[src/rtl/axi_4_lite_mst_if.sv]
// Command, response and AXI4-Lite master channel bundle for axi_4_lite_mst.
// The master modport is the block's view; the slave modport is the view of whoever drives the block.
interface axi_4_lite_mst_if #(
    parameter int C_AXI_ADDR_WIDTH   = 32,
    parameter int C_AXI_DATA_WIDTH   = 32,
    parameter int C_AXI_STROBE_WIDTH = C_AXI_DATA_WIDTH / 8
);
    // Command / response side
    logic                          CMD_VALID;
    logic                          CMD_READY;
    logic                          CMD_WRITE;
    logic [C_AXI_ADDR_WIDTH-1:0]   CMD_ADDR;
    logic [C_AXI_DATA_WIDTH-1:0]   CMD_WDATA;
    logic [C_AXI_STROBE_WIDTH-1:0] CMD_WSTRB;
    logic                          RSP_VALID;
    logic                          RSP_READY;
    logic                          RSP_WRITE;
    logic [C_AXI_DATA_WIDTH-1:0]   RSP_RDATA;
    logic [1:0]                    RSP_RESP;

    // AXI4-Lite master side
    logic                          M_AXI_AWVALID;
    logic                          M_AXI_AWREADY;
    logic [C_AXI_ADDR_WIDTH-1:0]   M_AXI_AWADDR;
    logic [2:0]                    M_AXI_AWPROT;
    logic                          M_AXI_WVALID;
    logic                          M_AXI_WREADY;
    logic [C_AXI_DATA_WIDTH-1:0]   M_AXI_WDATA;
    logic [C_AXI_STROBE_WIDTH-1:0] M_AXI_WSTRB;
    logic                          M_AXI_BVALID;
    logic                          M_AXI_BREADY;
    logic [1:0]                    M_AXI_BRESP;
    logic                          M_AXI_ARVALID;
    logic                          M_AXI_ARREADY;
    logic [C_AXI_ADDR_WIDTH-1:0]   M_AXI_ARADDR;
    logic [2:0]                    M_AXI_ARPROT;
    logic                          M_AXI_RVALID;
    logic                          M_AXI_RREADY;
    logic [C_AXI_DATA_WIDTH-1:0]   M_AXI_RDATA;
    logic [1:0]                    M_AXI_RRESP;

    modport master (
        input  CMD_VALID, CMD_WRITE, CMD_ADDR, CMD_WDATA, CMD_WSTRB, RSP_READY,
        output CMD_READY, RSP_VALID, RSP_WRITE, RSP_RDATA, RSP_RESP,
        output M_AXI_AWVALID, M_AXI_AWADDR, M_AXI_AWPROT,
        input  M_AXI_AWREADY,
        output M_AXI_WVALID, M_AXI_WDATA, M_AXI_WSTRB,
        input  M_AXI_WREADY,
        input  M_AXI_BVALID, M_AXI_BRESP,
        output M_AXI_BREADY,
        output M_AXI_ARVALID, M_AXI_ARADDR, M_AXI_ARPROT,
        input  M_AXI_ARREADY,
        input  M_AXI_RVALID, M_AXI_RDATA, M_AXI_RRESP,
        output M_AXI_RREADY
    );

    modport slave (
        output CMD_VALID, CMD_WRITE, CMD_ADDR, CMD_WDATA, CMD_WSTRB, RSP_READY,
        input  CMD_READY, RSP_VALID, RSP_WRITE, RSP_RDATA, RSP_RESP,
        input  M_AXI_AWVALID, M_AXI_AWADDR, M_AXI_AWPROT,
        output M_AXI_AWREADY,
        input  M_AXI_WVALID, M_AXI_WDATA, M_AXI_WSTRB,
        output M_AXI_WREADY,
        output M_AXI_BVALID, M_AXI_BRESP,
        input  M_AXI_BREADY,
        input  M_AXI_ARVALID, M_AXI_ARADDR, M_AXI_ARPROT,
        output M_AXI_ARREADY,
        output M_AXI_RVALID, M_AXI_RDATA, M_AXI_RRESP,
        input  M_AXI_RREADY
    );
endinterface

[src/rtl/axi_4_lite_mst.sv]
// Single-outstanding AXI4-Lite master: turns one command into one AXI write or read
// and returns the captured response. All handshake outputs are registered.
module axi_4_lite_mst #(
    parameter int C_AXI_ADDR_WIDTH   = 32,
    parameter int C_AXI_DATA_WIDTH   = 32,
    parameter int C_AXI_STROBE_WIDTH = C_AXI_DATA_WIDTH / 8
) (
    input  logic             M_AXI_ACLK,
    input  logic             M_AXI_ARESET,
    axi_4_lite_mst_if.master bus,
    output logic [2:0]       state_dbg
);

    // Every channel uses valid/ready: a transfer happens on the rising edge where both are 1;
    // once raised, a VALID and its payload hold until that edge and drop on the next cycle.
    typedef enum logic [2:0] {
        IDLE    = 3'd0,
        WR      = 3'd1,
        WR_RESP = 3'd2,
        RD_ADDR = 3'd3,
        RD_DATA = 3'd4,
        RSP     = 3'd5
    } state_t;

    state_t                        state;
    logic                          cmd_ready;
    logic                          aw_valid;
    logic                          w_valid;
    logic                          b_ready;
    logic                          ar_valid;
    logic                          r_ready;
    logic                          aw_done;
    logic                          w_done;
    logic                          rsp_valid;
    logic                          rsp_write;
    logic [1:0]                    rsp_resp;
    logic [C_AXI_DATA_WIDTH-1:0]   rsp_rdata;
    logic [C_AXI_ADDR_WIDTH-1:0]   aw_addr;
    logic [C_AXI_ADDR_WIDTH-1:0]   ar_addr;
    logic [C_AXI_DATA_WIDTH-1:0]   w_data;
    logic [C_AXI_STROBE_WIDTH-1:0] w_strb;

    logic                          cmd_accept;
    logic                          aw_hs;
    logic                          w_hs;
    logic                          aw_finished;
    logic                          w_finished;
    logic [C_AXI_ADDR_WIDTH-1:0]   cmd_addr_aligned;

    assign cmd_accept       = bus.CMD_VALID && cmd_ready;
    assign aw_hs            = aw_valid && bus.M_AXI_AWREADY;
    assign w_hs             = w_valid && bus.M_AXI_WREADY;
    assign aw_finished      = aw_done || aw_hs;
    assign w_finished       = w_done || w_hs;
    // Word-aligned bus: the two byte-offset bits never reach the slave.
    assign cmd_addr_aligned = bus.CMD_ADDR & ~C_AXI_ADDR_WIDTH'(3);

    always_ff @(posedge M_AXI_ACLK) begin
        if (M_AXI_ARESET) begin
            state     <= IDLE;
            cmd_ready <= 1'b0;
            aw_valid  <= 1'b0;
            w_valid   <= 1'b0;
            b_ready   <= 1'b0;
            ar_valid  <= 1'b0;
            r_ready   <= 1'b0;
            aw_done   <= 1'b0;
            w_done    <= 1'b0;
            rsp_valid <= 1'b0;
            rsp_write <= 1'b0;
            rsp_resp  <= 2'b00;
            rsp_rdata <= '0;
            aw_addr   <= '0;
            ar_addr   <= '0;
            w_data    <= '0;
            w_strb    <= '0;
        end else begin
            case (state)
                IDLE: begin
                    cmd_ready <= 1'b1;
                    if (cmd_accept) begin
                        cmd_ready <= 1'b0;
                        if (bus.CMD_WRITE) begin
                            aw_addr  <= cmd_addr_aligned;
                            w_data   <= bus.CMD_WDATA;
                            w_strb   <= bus.CMD_WSTRB;
                            aw_valid <= 1'b1;
                            w_valid  <= 1'b1;
                            aw_done  <= 1'b0;
                            w_done   <= 1'b0;
                            state    <= WR;
                        end else begin
                            ar_addr  <= cmd_addr_aligned;
                            ar_valid <= 1'b1;
                            state    <= RD_ADDR;
                        end
                    end
                end

                // AW and W complete independently, in either order or together.
                WR: begin
                    if (aw_hs) begin
                        aw_valid <= 1'b0;
                        aw_done  <= 1'b1;
                    end
                    if (w_hs) begin
                        w_valid <= 1'b0;
                        w_done  <= 1'b1;
                    end
                    if (aw_finished && w_finished) begin
                        b_ready <= 1'b1;
                        state   <= WR_RESP;
                    end
                end

                WR_RESP: begin
                    if (b_ready && bus.M_AXI_BVALID) begin
                        b_ready   <= 1'b0;
                        rsp_resp  <= bus.M_AXI_BRESP;
                        rsp_rdata <= '0;
                        rsp_write <= 1'b1;
                        rsp_valid <= 1'b1;
                        state     <= RSP;
                    end
                end

                RD_ADDR: begin
                    if (ar_valid && bus.M_AXI_ARREADY) begin
                        ar_valid <= 1'b0;
                        r_ready  <= 1'b1;
                        state    <= RD_DATA;
                    end
                end

                RD_DATA: begin
                    if (r_ready && bus.M_AXI_RVALID) begin
                        r_ready   <= 1'b0;
                        rsp_rdata <= bus.M_AXI_RDATA;
                        rsp_resp  <= bus.M_AXI_RRESP;
                        rsp_write <= 1'b0;
                        rsp_valid <= 1'b1;
                        state     <= RSP;
                    end
                end

                // Response fields stay frozen until the consumer takes them.
                RSP: begin
                    if (bus.RSP_READY) begin
                        rsp_valid <= 1'b0;
                        cmd_ready <= 1'b1;
                        state     <= IDLE;
                    end
                end

                default: begin
                    state <= IDLE;
                end
            endcase
        end
    end

    assign bus.CMD_READY     = cmd_ready;
    assign bus.RSP_VALID     = rsp_valid;
    assign bus.RSP_WRITE     = rsp_write;
    assign bus.RSP_RDATA     = rsp_rdata;
    assign bus.RSP_RESP      = rsp_resp;

    assign bus.M_AXI_AWVALID = aw_valid;
    assign bus.M_AXI_AWADDR  = aw_addr;
    assign bus.M_AXI_AWPROT  = 3'b000;
    assign bus.M_AXI_WVALID  = w_valid;
    assign bus.M_AXI_WDATA   = w_data;
    assign bus.M_AXI_WSTRB   = w_strb;
    assign bus.M_AXI_BREADY  = b_ready;
    assign bus.M_AXI_ARVALID = ar_valid;
    assign bus.M_AXI_ARADDR  = ar_addr;
    assign bus.M_AXI_ARPROT  = 3'b000;
    assign bus.M_AXI_RREADY  = r_ready;

    assign state_dbg         = state;

endmodule

[src/flat_wrapper.sv]
// flat-port wrapper written by rule: the top's interface ports become plain ports
module axi_4_lite_mst_flat 
#(
    parameter int C_AXI_ADDR_WIDTH   = 32,
    parameter int C_AXI_DATA_WIDTH   = 32,
    parameter int C_AXI_STROBE_WIDTH = C_AXI_DATA_WIDTH / 8
)
  (M_AXI_ACLK, M_AXI_ARESET, state_dbg, bus_CMD_VALID, bus_CMD_WRITE, bus_CMD_ADDR, bus_CMD_WDATA, bus_CMD_WSTRB, bus_RSP_READY, bus_CMD_READY, bus_RSP_VALID, bus_RSP_WRITE, bus_RSP_RDATA, bus_RSP_RESP, bus_M_AXI_AWVALID, bus_M_AXI_AWADDR, bus_M_AXI_AWPROT, bus_M_AXI_AWREADY, bus_M_AXI_WVALID, bus_M_AXI_WDATA, bus_M_AXI_WSTRB, bus_M_AXI_WREADY, bus_M_AXI_BVALID, bus_M_AXI_BRESP, bus_M_AXI_BREADY, bus_M_AXI_ARVALID, bus_M_AXI_ARADDR, bus_M_AXI_ARPROT, bus_M_AXI_ARREADY, bus_M_AXI_RVALID, bus_M_AXI_RDATA, bus_M_AXI_RRESP, bus_M_AXI_RREADY);
  axi_4_lite_mst_if #(.C_AXI_ADDR_WIDTH(C_AXI_ADDR_WIDTH), .C_AXI_DATA_WIDTH(C_AXI_DATA_WIDTH), .C_AXI_STROBE_WIDTH(C_AXI_STROBE_WIDTH)) bus_i ();
  input  logic M_AXI_ACLK;
  input  logic M_AXI_ARESET;
  output logic [2:0] state_dbg;
  input wire logic [$bits(bus_i.CMD_VALID)-1:0] bus_CMD_VALID;
  input wire logic [$bits(bus_i.CMD_WRITE)-1:0] bus_CMD_WRITE;
  input wire logic [$bits(bus_i.CMD_ADDR)-1:0] bus_CMD_ADDR;
  input wire logic [$bits(bus_i.CMD_WDATA)-1:0] bus_CMD_WDATA;
  input wire logic [$bits(bus_i.CMD_WSTRB)-1:0] bus_CMD_WSTRB;
  input wire logic [$bits(bus_i.RSP_READY)-1:0] bus_RSP_READY;
  output wire logic [$bits(bus_i.CMD_READY)-1:0] bus_CMD_READY;
  output wire logic [$bits(bus_i.RSP_VALID)-1:0] bus_RSP_VALID;
  output wire logic [$bits(bus_i.RSP_WRITE)-1:0] bus_RSP_WRITE;
  output wire logic [$bits(bus_i.RSP_RDATA)-1:0] bus_RSP_RDATA;
  output wire logic [$bits(bus_i.RSP_RESP)-1:0] bus_RSP_RESP;
  output wire logic [$bits(bus_i.M_AXI_AWVALID)-1:0] bus_M_AXI_AWVALID;
  output wire logic [$bits(bus_i.M_AXI_AWADDR)-1:0] bus_M_AXI_AWADDR;
  output wire logic [$bits(bus_i.M_AXI_AWPROT)-1:0] bus_M_AXI_AWPROT;
  input wire logic [$bits(bus_i.M_AXI_AWREADY)-1:0] bus_M_AXI_AWREADY;
  output wire logic [$bits(bus_i.M_AXI_WVALID)-1:0] bus_M_AXI_WVALID;
  output wire logic [$bits(bus_i.M_AXI_WDATA)-1:0] bus_M_AXI_WDATA;
  output wire logic [$bits(bus_i.M_AXI_WSTRB)-1:0] bus_M_AXI_WSTRB;
  input wire logic [$bits(bus_i.M_AXI_WREADY)-1:0] bus_M_AXI_WREADY;
  input wire logic [$bits(bus_i.M_AXI_BVALID)-1:0] bus_M_AXI_BVALID;
  input wire logic [$bits(bus_i.M_AXI_BRESP)-1:0] bus_M_AXI_BRESP;
  output wire logic [$bits(bus_i.M_AXI_BREADY)-1:0] bus_M_AXI_BREADY;
  output wire logic [$bits(bus_i.M_AXI_ARVALID)-1:0] bus_M_AXI_ARVALID;
  output wire logic [$bits(bus_i.M_AXI_ARADDR)-1:0] bus_M_AXI_ARADDR;
  output wire logic [$bits(bus_i.M_AXI_ARPROT)-1:0] bus_M_AXI_ARPROT;
  input wire logic [$bits(bus_i.M_AXI_ARREADY)-1:0] bus_M_AXI_ARREADY;
  input wire logic [$bits(bus_i.M_AXI_RVALID)-1:0] bus_M_AXI_RVALID;
  input wire logic [$bits(bus_i.M_AXI_RDATA)-1:0] bus_M_AXI_RDATA;
  input wire logic [$bits(bus_i.M_AXI_RRESP)-1:0] bus_M_AXI_RRESP;
  output wire logic [$bits(bus_i.M_AXI_RREADY)-1:0] bus_M_AXI_RREADY;
  assign bus_i.CMD_VALID = bus_CMD_VALID;
  assign bus_i.CMD_WRITE = bus_CMD_WRITE;
  assign bus_i.CMD_ADDR = bus_CMD_ADDR;
  assign bus_i.CMD_WDATA = bus_CMD_WDATA;
  assign bus_i.CMD_WSTRB = bus_CMD_WSTRB;
  assign bus_i.RSP_READY = bus_RSP_READY;
  assign bus_CMD_READY = bus_i.CMD_READY;
  assign bus_RSP_VALID = bus_i.RSP_VALID;
  assign bus_RSP_WRITE = bus_i.RSP_WRITE;
  assign bus_RSP_RDATA = bus_i.RSP_RDATA;
  assign bus_RSP_RESP = bus_i.RSP_RESP;
  assign bus_M_AXI_AWVALID = bus_i.M_AXI_AWVALID;
  assign bus_M_AXI_AWADDR = bus_i.M_AXI_AWADDR;
  assign bus_M_AXI_AWPROT = bus_i.M_AXI_AWPROT;
  assign bus_i.M_AXI_AWREADY = bus_M_AXI_AWREADY;
  assign bus_M_AXI_WVALID = bus_i.M_AXI_WVALID;
  assign bus_M_AXI_WDATA = bus_i.M_AXI_WDATA;
  assign bus_M_AXI_WSTRB = bus_i.M_AXI_WSTRB;
  assign bus_i.M_AXI_WREADY = bus_M_AXI_WREADY;
  assign bus_i.M_AXI_BVALID = bus_M_AXI_BVALID;
  assign bus_i.M_AXI_BRESP = bus_M_AXI_BRESP;
  assign bus_M_AXI_BREADY = bus_i.M_AXI_BREADY;
  assign bus_M_AXI_ARVALID = bus_i.M_AXI_ARVALID;
  assign bus_M_AXI_ARADDR = bus_i.M_AXI_ARADDR;
  assign bus_M_AXI_ARPROT = bus_i.M_AXI_ARPROT;
  assign bus_i.M_AXI_ARREADY = bus_M_AXI_ARREADY;
  assign bus_i.M_AXI_RVALID = bus_M_AXI_RVALID;
  assign bus_i.M_AXI_RDATA = bus_M_AXI_RDATA;
  assign bus_i.M_AXI_RRESP = bus_M_AXI_RRESP;
  assign bus_M_AXI_RREADY = bus_i.M_AXI_RREADY;
  axi_4_lite_mst #(.C_AXI_ADDR_WIDTH(C_AXI_ADDR_WIDTH), .C_AXI_DATA_WIDTH(C_AXI_DATA_WIDTH), .C_AXI_STROBE_WIDTH(C_AXI_STROBE_WIDTH)) u_core (.M_AXI_ACLK(M_AXI_ACLK), .M_AXI_ARESET(M_AXI_ARESET), .bus(bus_i), .state_dbg(state_dbg));
endmodule
[config.mk]
export PLATFORM = sky130hd
export DESIGN_NAME = axi_4_lite_mst_flat
export DESIGN_NICKNAME = d
export VERILOG_FILES = /design/src/rtl/axi_4_lite_mst_if.sv /design/src/rtl/axi_4_lite_mst.sv /design/src/flat_wrapper.sv
export SDC_FILE = /design/constraint.sdc
export NUM_CORES = 1
export LEC_CHECK = 0
export CELL_PAD_IN_SITES_DETAIL_PLACEMENT = 1
export CELL_PAD_IN_SITES_GLOBAL_PLACEMENT = 1
export CORE_MARGIN = 8
export CORE_UTILIZATION = 31
export CTS_BUF_LIST = sky130_fd_sc_hd__clkbuf_2
export DETAILED_ROUTE_END_ITERATION = 16
export GPL_TIMING_DRIVEN = 0
export PLACE_DENSITY_LB_ADDON = 0.1
export SYNTH_ARGS = -nofsm -noshare
export SYNTH_HDL_FRONTEND = slang
export SYNTH_SLANG_ARGS = --single-unit
[constraint.sdc]
create_clock -name M_AXI_ACLK -period 4.1 [get_ports M_AXI_ACLK]
set_input_delay 0.82 -clock M_AXI_ACLK [delete_from_list [all_inputs] [get_ports M_AXI_ACLK]]
set_output_delay 0.82 -clock M_AXI_ACLK [all_outputs]
set_load 0.05 [all_outputs]
Yosys cells after proc, flatten, opt, wreduce, memory -nomap -nowiden
Index checks and enable logic that the tools add are counted.
Storage, ports and cells
  register bits after elaboration: 143
  bits in latches: 0
  bits in writable memories: 0
  memory bits (read-only): 0
  input bits: 114
  output and inout port bits: 151
  word-level logic and storage cells: 105
  memories: 0
Operators by class
  add/subtract/negate cells: 0
  multipliers: 0
  divide/modulo/power cells: 0
  $lt $le $gt $ge: 0
  equality and inequality tests: 15
  shifts and indexed selects: 0
  muxes and demuxes: 44
  bitwise operators: 1
  reduce and logical (&&, ||, !) cells: 28
Operator list (number)
  2-to-1 mux 32 bit: 2
  case mux 32 bit (2 select lines): 1
  2-to-1 mux 1 bit: 20
  2-to-1 mux 3 bit: 6
  case mux 1 bit (2 select lines): 9
  case mux 3 bit (6 select lines): 1
  AND reduction 4 bit: 4
  AND reduction 3 bit: 5
  != test 2 x 1 -> 1 bit (second input constant): 7
  nonzero test 2 bit: 6
  logical AND 1 bit: 7
  == test 3 x 2 -> 1 bit (second input constant): 2
  == test 3 bit (second input constant): 2
  2-to-1 mux 2 bit: 3
  != test 2 bit (second input constant): 3
  AND reduction 6 bit: 1
  case mux 2 bit (2 select lines): 1
  == test 3 x 1 -> 1 bit (second input constant): 1
  logical NOT 3 bit: 1
  case mux 1 bit (3 select lines): 1
  nonzero test 3 bit: 1
  logical OR 1 bit: 2
  AND reduction 2 bit: 1
  NOT 1 bit: 1

Logic depth before layout (Yosys ltp)
Gate-level depths: netlist (run 1).
  depth after elaboration: 5
  mapped depth: 7
  depth with buffers taken out: 4

Worst setup path before layout (run 1)
No wires, ideal clock.
  kind: reg2reg
  from: register u_core.state[2] (netlist: u_core.state_dbg[2])
  to: register u_core.rsp_rdata[10] (netlist: u_core.bus.RSP_RDATA[10])
  library setup time: 128 ps
  data arrival time: 1847 ps
  setup slack: 2125 ps
  cell stages (with the launch flop): 7
  buffers on the path: 2
  period minus slack after synthesis: 1975 ps
  path through: dfxtp_1 > buf_2 > nand4b_1 > a221o_1 > clkbuf_1 > a22oi_1 > nor2_1
Between the ends
  cells in the longest elaborated chain, start to end: 3
  elaborated cells between the ends (all ways): 7
  classes of those cells: eq/ne: 4; mux: 1; reduce/logical: 2
Ends and longest elaborated chain
  start, declared: line axi_4_lite_mst.sv:25  | state_t state;
  start signal, assigned: line axi_4_lite_mst.sv:60  | state <= IDLE;
  start signal, assigned: line axi_4_lite_mst.sv:91  | state <= WR;
  start signal, assigned: line axi_4_lite_mst.sv:95  | state <= RD_ADDR;
  == test 3 bit / == test 3 x 2 -> 1 bit (equally long branches): line axi_4_lite_mst.sv:78  | case (state)
  != test 2 x 1 -> 1 bit (no source line) / nonzero test 2 bit (equally long branches)
  AND reduction 3 bit (no source line)
  end signal, assigned: line axi_4_lite_mst.sv:138  | rsp_rdata <= bus.M_AXI_RDATA;
  end, declared: line axi_4_lite_mst.sv:37  | logic [C_AXI_DATA_WIDTH-1:0] rsp_rdata;
Several ways; a longest one is shown, not always the timed one.
A chain may end at the register's enable or synchronous reset.

Final worst setup path (run 1)
  from: register u_core.state[1] (netlist: u_core.state_dbg[1])
  to: output state_dbg[1]
RTL lines
  end, declared: line flat_wrapper.sv:12  | output logic [2:0] state_dbg;
No word-level cell between the ends.

==> results of run 1 <==
## logic make-up after synthesis
group | share of synthesized area [%]
muxes | 0.577
DFF | 55.0
buffers and inverters | 6.15
and+or+nand+nor | 20.8
other | 0.0720
AOI/OAI and AO/OA | 17.4
## sequential cells by signal, indices dropped and copies added, names as in the netlist
signal                    cells
u_core.bus.M_AXI_WVALID       1
u_core.bus.M_AXI_RREADY       1
u_core.aw_done                1
u_core.bus.RSP_WRITE          1
u_core.bus.RSP_RESP           2
u_core.bus.RSP_RDATA         32
u_core.bus.M_AXI_AWVALID      1
u_core.bus.M_AXI_ARVALID      1
u_core.bus.M_AXI_BREADY       1
u_core.bus.M_AXI_WSTRB        4
u_core.w_done                 1
u_core.state_dbg              3
u_core.bus.RSP_VALID          1
u_core.bus.M_AXI_AWADDR      30
u_core.bus.M_AXI_WDATA       32
u_core.bus.M_AXI_ARADDR      30
u_core.bus.CMD_READY          1
## layout by cell type (no fill, tap or decap), drive strengths merged, types with 8 or more instances in the layout
cell type      count
clkdlybuf4s50    251
nand2            198
a22oi             32
conb              10
nor2              41
nor3               8
clkbuf            46
a21oi            105
dfxtp            143
clkinv             8
buf               32
## power by group through the flow
stage                     combinational, mW  clock, mW  sequential (mW)
after global placement                 1.22          0             1.60
final                                  1.23      0.862             1.57
after global routing                   1.32      0.956             1.59
after detailed placement               1.24          0             1.60
after floorplan                       0.385          0             1.97
after CTS                              1.25      0.892             1.58
## worst paths after layout
kind / from / end / slack, ns / depth (start not counted)
max: u_core.state_dbg[1]$_SDFFE_PP0P_ / state_dbg[1] / 1.23 / 1
min: u_core.bus.M_AXI_ARADDR[18]$_SDFFE_PP0P_ / u_core.bus.M_AXI_ARADDR[18]$_SDFFE_PP0P_ / 0.47 / 2
max reg2reg: u_core.state_dbg[1]$_SDFFE_PP0P_ / u_core.bus.M_AXI_WDATA[1]$_SDFFE_PP0P_ / 1.97 / 6
min reg2reg: u_core.bus.M_AXI_ARADDR[18]$_SDFFE_PP0P_ / u_core.bus.M_AXI_ARADDR[18]$_SDFFE_PP0P_ / 0.47 / 2
## per-layer routing
layer / share of wire, % / up-vias / routed length [um] / GRT usage (%)
li1: - / 2641 / - / -
met1: 40 / 2573 / 8040 / 19.8
met2: 50 / 175 / 10200 / 33.3
met3: 8.7 / 17 / 1760 / 8.15
met4: 1.2 / 0 / 242 / 5.73
met5: 0 / - / 0 / 0
## layout make-up
cell class                      count  share of cell area, %
Inverter                            2                 0.0908
Clock inverter                     12                   1.74
Sequential cell                   143                   34.6
Multi-Input combinational cell    435                   24.9
Timing Repair Buffer              251                   30.4
Buffer                             58                   3.78
Tap cell                          220                   3.33
Clock buffer                       20                   1.21
## stage by stage
| step | setup WS [ns] | total power, mW | hold slack [ns] | util (%) |
|---|---|---|---|---|
| 2_1_floorplan | 2.13 | 2.36 | 0.487 | - |
| 3_3_place_gp | 1.20 | 2.82 | 0.443 | 48.6 |
| 3_5_place_dp | 1.13 | 2.85 | 0.446 | 48.6 |
| 4_1_cts | 1.15 | 3.71 | 0.468 | 50.0 |
| 5_1_grt | 1.09 | 3.86 | 0.487 | 50.0 |
| 6_report | 1.23 | 3.67 | 0.465 | 50.0 |
==> flow_summary_export.csv, run 1 <==
group,metric,value,unit
finish,diodes,0,
place,io_buffers,251,
cts,cts_tree,"done",
synth,ys_async_sr_fraction,0,%
setup_path,startpoint_type,"flop",
run_status,status,"finished clean",
cts,clkTransAtPathRegs,0.19,ns
timing,relSlewSlack,46.4,%
global_route,antenna_found_initial,0,
finish,drive_gt1_share,7.17,%
synth,synth_edf_count,0,
cts,cts_hold_buf,0,
die,rows,47,
finish,fin_cells,1141,
routing,drc,0,
finish,area_growth,58.9,%
timing,finalMaxSlewViolations,0,
finish,nFillCells,1974,
setup_path,cp_data_required_time,3.28,ns
pwr,p_sw_share,38.2,%
die,initial_core_util,31.5,%
synth,yosys_warnings,0,
timing,post-route-period-util,70.0,%
routing,wl_per_cell,17.7,um
synth,synthTopCellsByCount,"nand2_1, dfxtp_1, a21oi_1, nor2_1, a22oi_1",
die,die_area,21200,um^2
finish,multi_input_area,2060,um^2
die,fp.dieH,146,um
synth,syn_inst,629,
pwr,vdd.ir_drop.worst,0.177,mV
synth,syn_avg_cell_area,8.28,um^2
synth,synth_top_area_share,55.0,%
synth,ys_top_cells_by_area,"dfxtp_1, nand2_1, a21oi_1",
routing,viasPerCell,4.74,
synth,synth_area,5200,um^2
cts,postCtsSetupRepairBufs,0,
timing,fin_setup_tns,0,ns
synth,synth.largest_area_cell,"dfxtp_1",
finish,final_area,8270,um^2
cts,cts_buffers,17,
timing,fmax,348,MHz
hold_path,hold_class,"flop to flop",
cts,cts.sinks,143,
timing,rsz0062_at_grt,"no",
setup_path,cp_slowest_cell,"clkdlybuf4s50_1",
setup_path,critPathMaxFanout,6,
setup_path,cpPeakStageDelay,0.88,ns
pwr,p_sw,1.40,mW
cts,post_cts_resized,0,
finish,regArea,2860,um^2
place,hpwlAfterDp,16000,um
synth,ys_seq_elements,143,
global_route,grt_use_total,18.8,%
timing,worst_slew_pin_slew,0.803,ns
synth,synthFlopType,"dfxtp_1",
die,fp.dieW,146,um
setup_path,critical_path_class,"flop to primary output",
setup_path,cpLargestDelayFamily,"buffers and inverters",
global_route,overflow,0,
die,coreArea,16500,um^2
timing,setup_viol,0,
routing,dr_total_vias,5406,
timing,finClkSkew,0.0281,ns
cts,clock_path_buffers,2,
cts,cts_max_level,4,
synth,ys_seq_area_share,55.0,%
place,place_inst,1109,
pwr,p_leak,2.89,nW
synth,synth.most_common_cell,"nand2_1",
timing,period_needed,2.87,ns
die,ios,265,
routing,first_pass_iters,4,
synth,yosysUniqueCellTypes,41,
setup_path,cp_cell_sequence,"clkdlybuf4s50_1",
place,gp_congestion,0.789,
routing,drt_iter0_drc,196,
pwr,power.density,444,nW/um^2
run,drv_cap,0,
pwr,p_int,2.27,mW
routing,wirelength,20200,um
finish,nets,1022,
routing,ant_nets,0,
pwr,pwr-share-clk,23.5,%
cts,insertion_delay,0.72,ns
cts,ctsRootBufferMaster,"clkbuf_2",
global_route,grt_pass1_wl,31700,um
setup_path,worst_ep_arrival_time,2.05,ns
place,placement.cell_area,8030,um^2
pwr,p_seq_share,42.9,%
setup_path,end_kind,"primary output",
setup_path,crit_buf_inv,1,
pwr,p_comb_share,33.6,%
global_route,grt_max_degree,17,
global_route,grt_pass1_vias,5853,
timing,hold_violations,0,
Power figures use the tool's default switching activity.
==> inputs of run 2 (changes only) <==
--- a/config.mk
+++ b/config.mk
@@ -8,7 +8,7 @@
 export CELL_PAD_IN_SITES_DETAIL_PLACEMENT = 1
 export CELL_PAD_IN_SITES_GLOBAL_PLACEMENT = 1
 export CORE_MARGIN = 8
-export CORE_UTILIZATION = 31
+export CORE_UTILIZATION = 29
 export CTS_BUF_LIST = sky130_fd_sc_hd__clkbuf_2
 export DETAILED_ROUTE_END_ITERATION = 16
 export GPL_TIMING_DRIVEN = 0
==> constraint.sdc (replaced) <==
create_clock -name M_AXI_ACLK -period 2.7 [get_ports M_AXI_ACLK]
set_input_delay 0.54 -clock M_AXI_ACLK [delete_from_list [all_inputs] [get_ports M_AXI_ACLK]]
set_output_delay 0.54 -clock M_AXI_ACLK [all_outputs]
set_load 0.05 [all_outputs]
==> flow_summary_export.csv, run 2 (same netlist as run 1, synthesis figures left out) <==
group,metric,value,unit
routing,first_pass_iters,6,
routing,wirelength,20300,um
timing,post-route-period-util,95.3,%
finish,mostFrequentLayoutCells,"clkdlybuf4s50_1, nand2_1, dfxtp_1",
setup_path,cpPeakStageDelay,0.88,ns
cts,clkTransAtPathRegs,0.23,ns
setup_path,startpoint_type,"flop",
hold_path,min_from,"bus_CMD_WDATA[1]",
finish,nets,1022,
die,rows,49,
finish,fin_util,46.9,%
timing,worst_slew_pin_slew,0.880,ns
global_route,grt_use_total,17.6,%
cts,cts.sinks,143,
setup_path,worst_ep_arrival_time,2.03,ns
finish,final_common_cell,"clkdlybuf4s50_1",
routing,drc,0,
setup_path,crit_buf_inv,1,
place,place_inst,1118,
setup_path,ff2ff_path_depth,6,
setup_path,rr_endpoint,"u_core.bus.M_AXI_WDATA[12]$_SDFFE_PP0P_",
hold_path,hold_depth,3,
setup_path,cp_cell_sequence,"clkdlybuf4s50_1",
timing,relSlewSlack,40.9,%
die,initial_core_util,29.3,%
die,fp.dieW,150,um
setup_path,cpLargestDelayFamily,"buffers and inverters",
timing,finClkSkew,0.0223,ns
timing,hold_violations,0,
finish,final_area,8340,um^2
hold_path,hold_class,"primary input to flop",
cts,cts_max_level,4,
cts,cts_buffers,17,
timing,period_needed,2.57,ns
cts,ctsRootBufferMaster,"clkbuf_2",
routing,dr_total_vias,5372,
setup_path,rr_startpoint,"u_core.state_dbg[1]$_SDFFE_PP0P_",
finish,area_growth,60.3,%
setup_path,ff2ff_setup_slack,0.45,ns
cts,cts_hold_buf,0,
cts,cts_tree,"done",
run,drv_cap,0,
finish,fin_cells,1151,
setup_path,cp_slowest_cell,"clkdlybuf4s50_1",
global_route,overflow,0,
finish,drive_gt1_share,7.06,%
hold_path,whs_endpoint,"u_core.bus.M_AXI_WDATA[1]$_SDFFE_PP0P_",
timing,fmax,389,MHz
place,hpwlAfterDp,16100,um
die,fp.dieH,150,um
cts,insertion_delay,0.69,ns
setup_path,end_kind,"primary output",
timing,setup_slack,0.128,ns
pwr,p_leak,2.92,nW
place,io_buffers,251,
routing,viasPerCell,4.67,
routing,ant_nets,0,
setup_path,critical_path_class,"flop to primary output",
setup_path,cp_data_required_time,2.16,ns
place,gp_congestion,0.778,
die,ios,265,
global_route,grt_pass1_vias,5790,
timing,hold_slack,0.377,ns
place,placement.cell_area,8040,um^2
die,die_area,22500,um^2
global_route,antenna_found_initial,1,
global_route,grt_max_degree,17,
setup_path,critPathMaxFanout,5,
cts,clock_path_buffers,2,
routing,drt_iter0_drc,147,
die,coreArea,17800,um^2
routing,wl_per_cell,17.7,um
timing,setup_viol,0,
place,post-place-ws,-0.0403,ns
pwr,vdd.ir_drop.worst,0.286,mV
timing,finalMaxSlewViolations,0,
pwr,power.density,691,nW/um^2
run_status,status,"finished clean",
global_route,grt_pass1_wl,31000,um
==> run 2: changes by cell type in the layout (fill, tap and decap cells not counted) <==
| cell | before | now |
|---|---|---|
| bufinv_16 | 3 | 5 |
| clkbuf_2 | 20 | 17 |
| clkinv_4 | 2 | 1 |
| diode_2 | 0 | 1 |
| dlymetal6s2s_1 | 0 | 1 |
| inv_6 | 0 | 2 |
| clkinvlp_4 | 1 | 3 |
| clkdlybuf4s50_1 | 251 | 250 |
| clkinv_2 | 5 | 2 |
| clkinv_1 | 1 | 2 |
==> run 2: report_power, final <==
| group | internal [mW] | switching [mW] | leakage, nW |
|---|---|---|---|
| Sequential | 2.28 | 0.114 | 1.16 |
| Combinational | 0.645 | 1.22 | 1.60 |
| Clock | 0.698 | 0.806 | 0.166 |
| Total | 3.62 | 2.14 | 2.92 |
==> run 2: per-layer routing <==
layer | vias to the layer above | part of all wire [%] | track usage (%)
li1 | 2642 | - | -
met1 | 2541 | 40 | 18.9
met2 | 171 | 49 | 30.7
met3 | 18 | 9.3 | 7.41
met4 | 0 | 1.3 | 5.60
met5 | - | 0 | 0
==> run 2: worst max path at each step <==
stage | startpoint | endpoint | slack [ns] | cells past startpoint
finish | u_core.state_dbg[0]$_SDFFE_PP0P_ | state_dbg[0] | 0.13 | 1
global route | u_core.bus.CMD_READY$_SDFFE_PP0P_ | bus_CMD_READY | -0.01 | 1
CTS | u_core.state_dbg[1]$_SDFFE_PP0P_ | state_dbg[1] | 0.006 | 1
detailed placement | bus_CMD_WRITE | u_core.bus.M_AXI_WDATA[12]$_SDFFE_PP0P_ | -0.04 | 6
global placement | bus_CMD_WRITE | u_core.bus.M_AXI_AWADDR[27]$_SDFFE_PP0P_ | 0.03 | 6
floorplan | u_core.state_dbg[2]$_SDFFE_PP0P_ | u_core.bus.RSP_RDATA[10]$_SDFFE_PP0P_ | 0.73 | 6
==> run 2: worst reg2reg max path: cells and delay by family (launching register included) <==
family / cells / cell delay, ns
buffers and inverters: 2 / 0.55
flip-flops: 1 / 0.41
AO/OA/AOI/OAI: 1 / 0.16
AND/OR/NAND/NOR: 3 / 1.07
==> run 2: cell type report <==
class | instances | area [um^2]
Fill cell | 2120 | 9440
Sequential cell | 143 | 2860
Timing Repair Buffer | 251 | 2510
Multi-Input combinational cell | 435 | 2060
Buffer | 58 | 313
Tap cell | 229 | 287
Clock inverter | 15 | 216
Clock buffer | 17 | 85.1
Inverter | 2 | 7.51
Antenna cell | 1 | 2.50
==> run 2: repair_timing <==
action | CTS | global route
endpoints found under the setup margin | 0 | 1
gates resized for setup | 0 | 1
buffers inserted | 0 | 0
==> run 2: per-stage QoR <==
stage               TNS, ns  power, mW
floorplan                 0       3.58
global placement          0       4.28
detailed placement   -0.122       4.32
CTS                       0       5.85
global route        -0.0123       6.06
finish                    0       5.76
==> inputs of run 3 (changes only) <==
--- a/config.mk
+++ b/config.mk
@@ -16,3 +16,4 @@
 export SYNTH_ARGS = -nofsm -noshare
 export SYNTH_HDL_FRONTEND = slang
 export SYNTH_SLANG_ARGS = --single-unit
+export TNS_END_PERCENT = 100
==> results of run 3 <==
No change in the layout: final DEF, timing and power equal those of run 2.
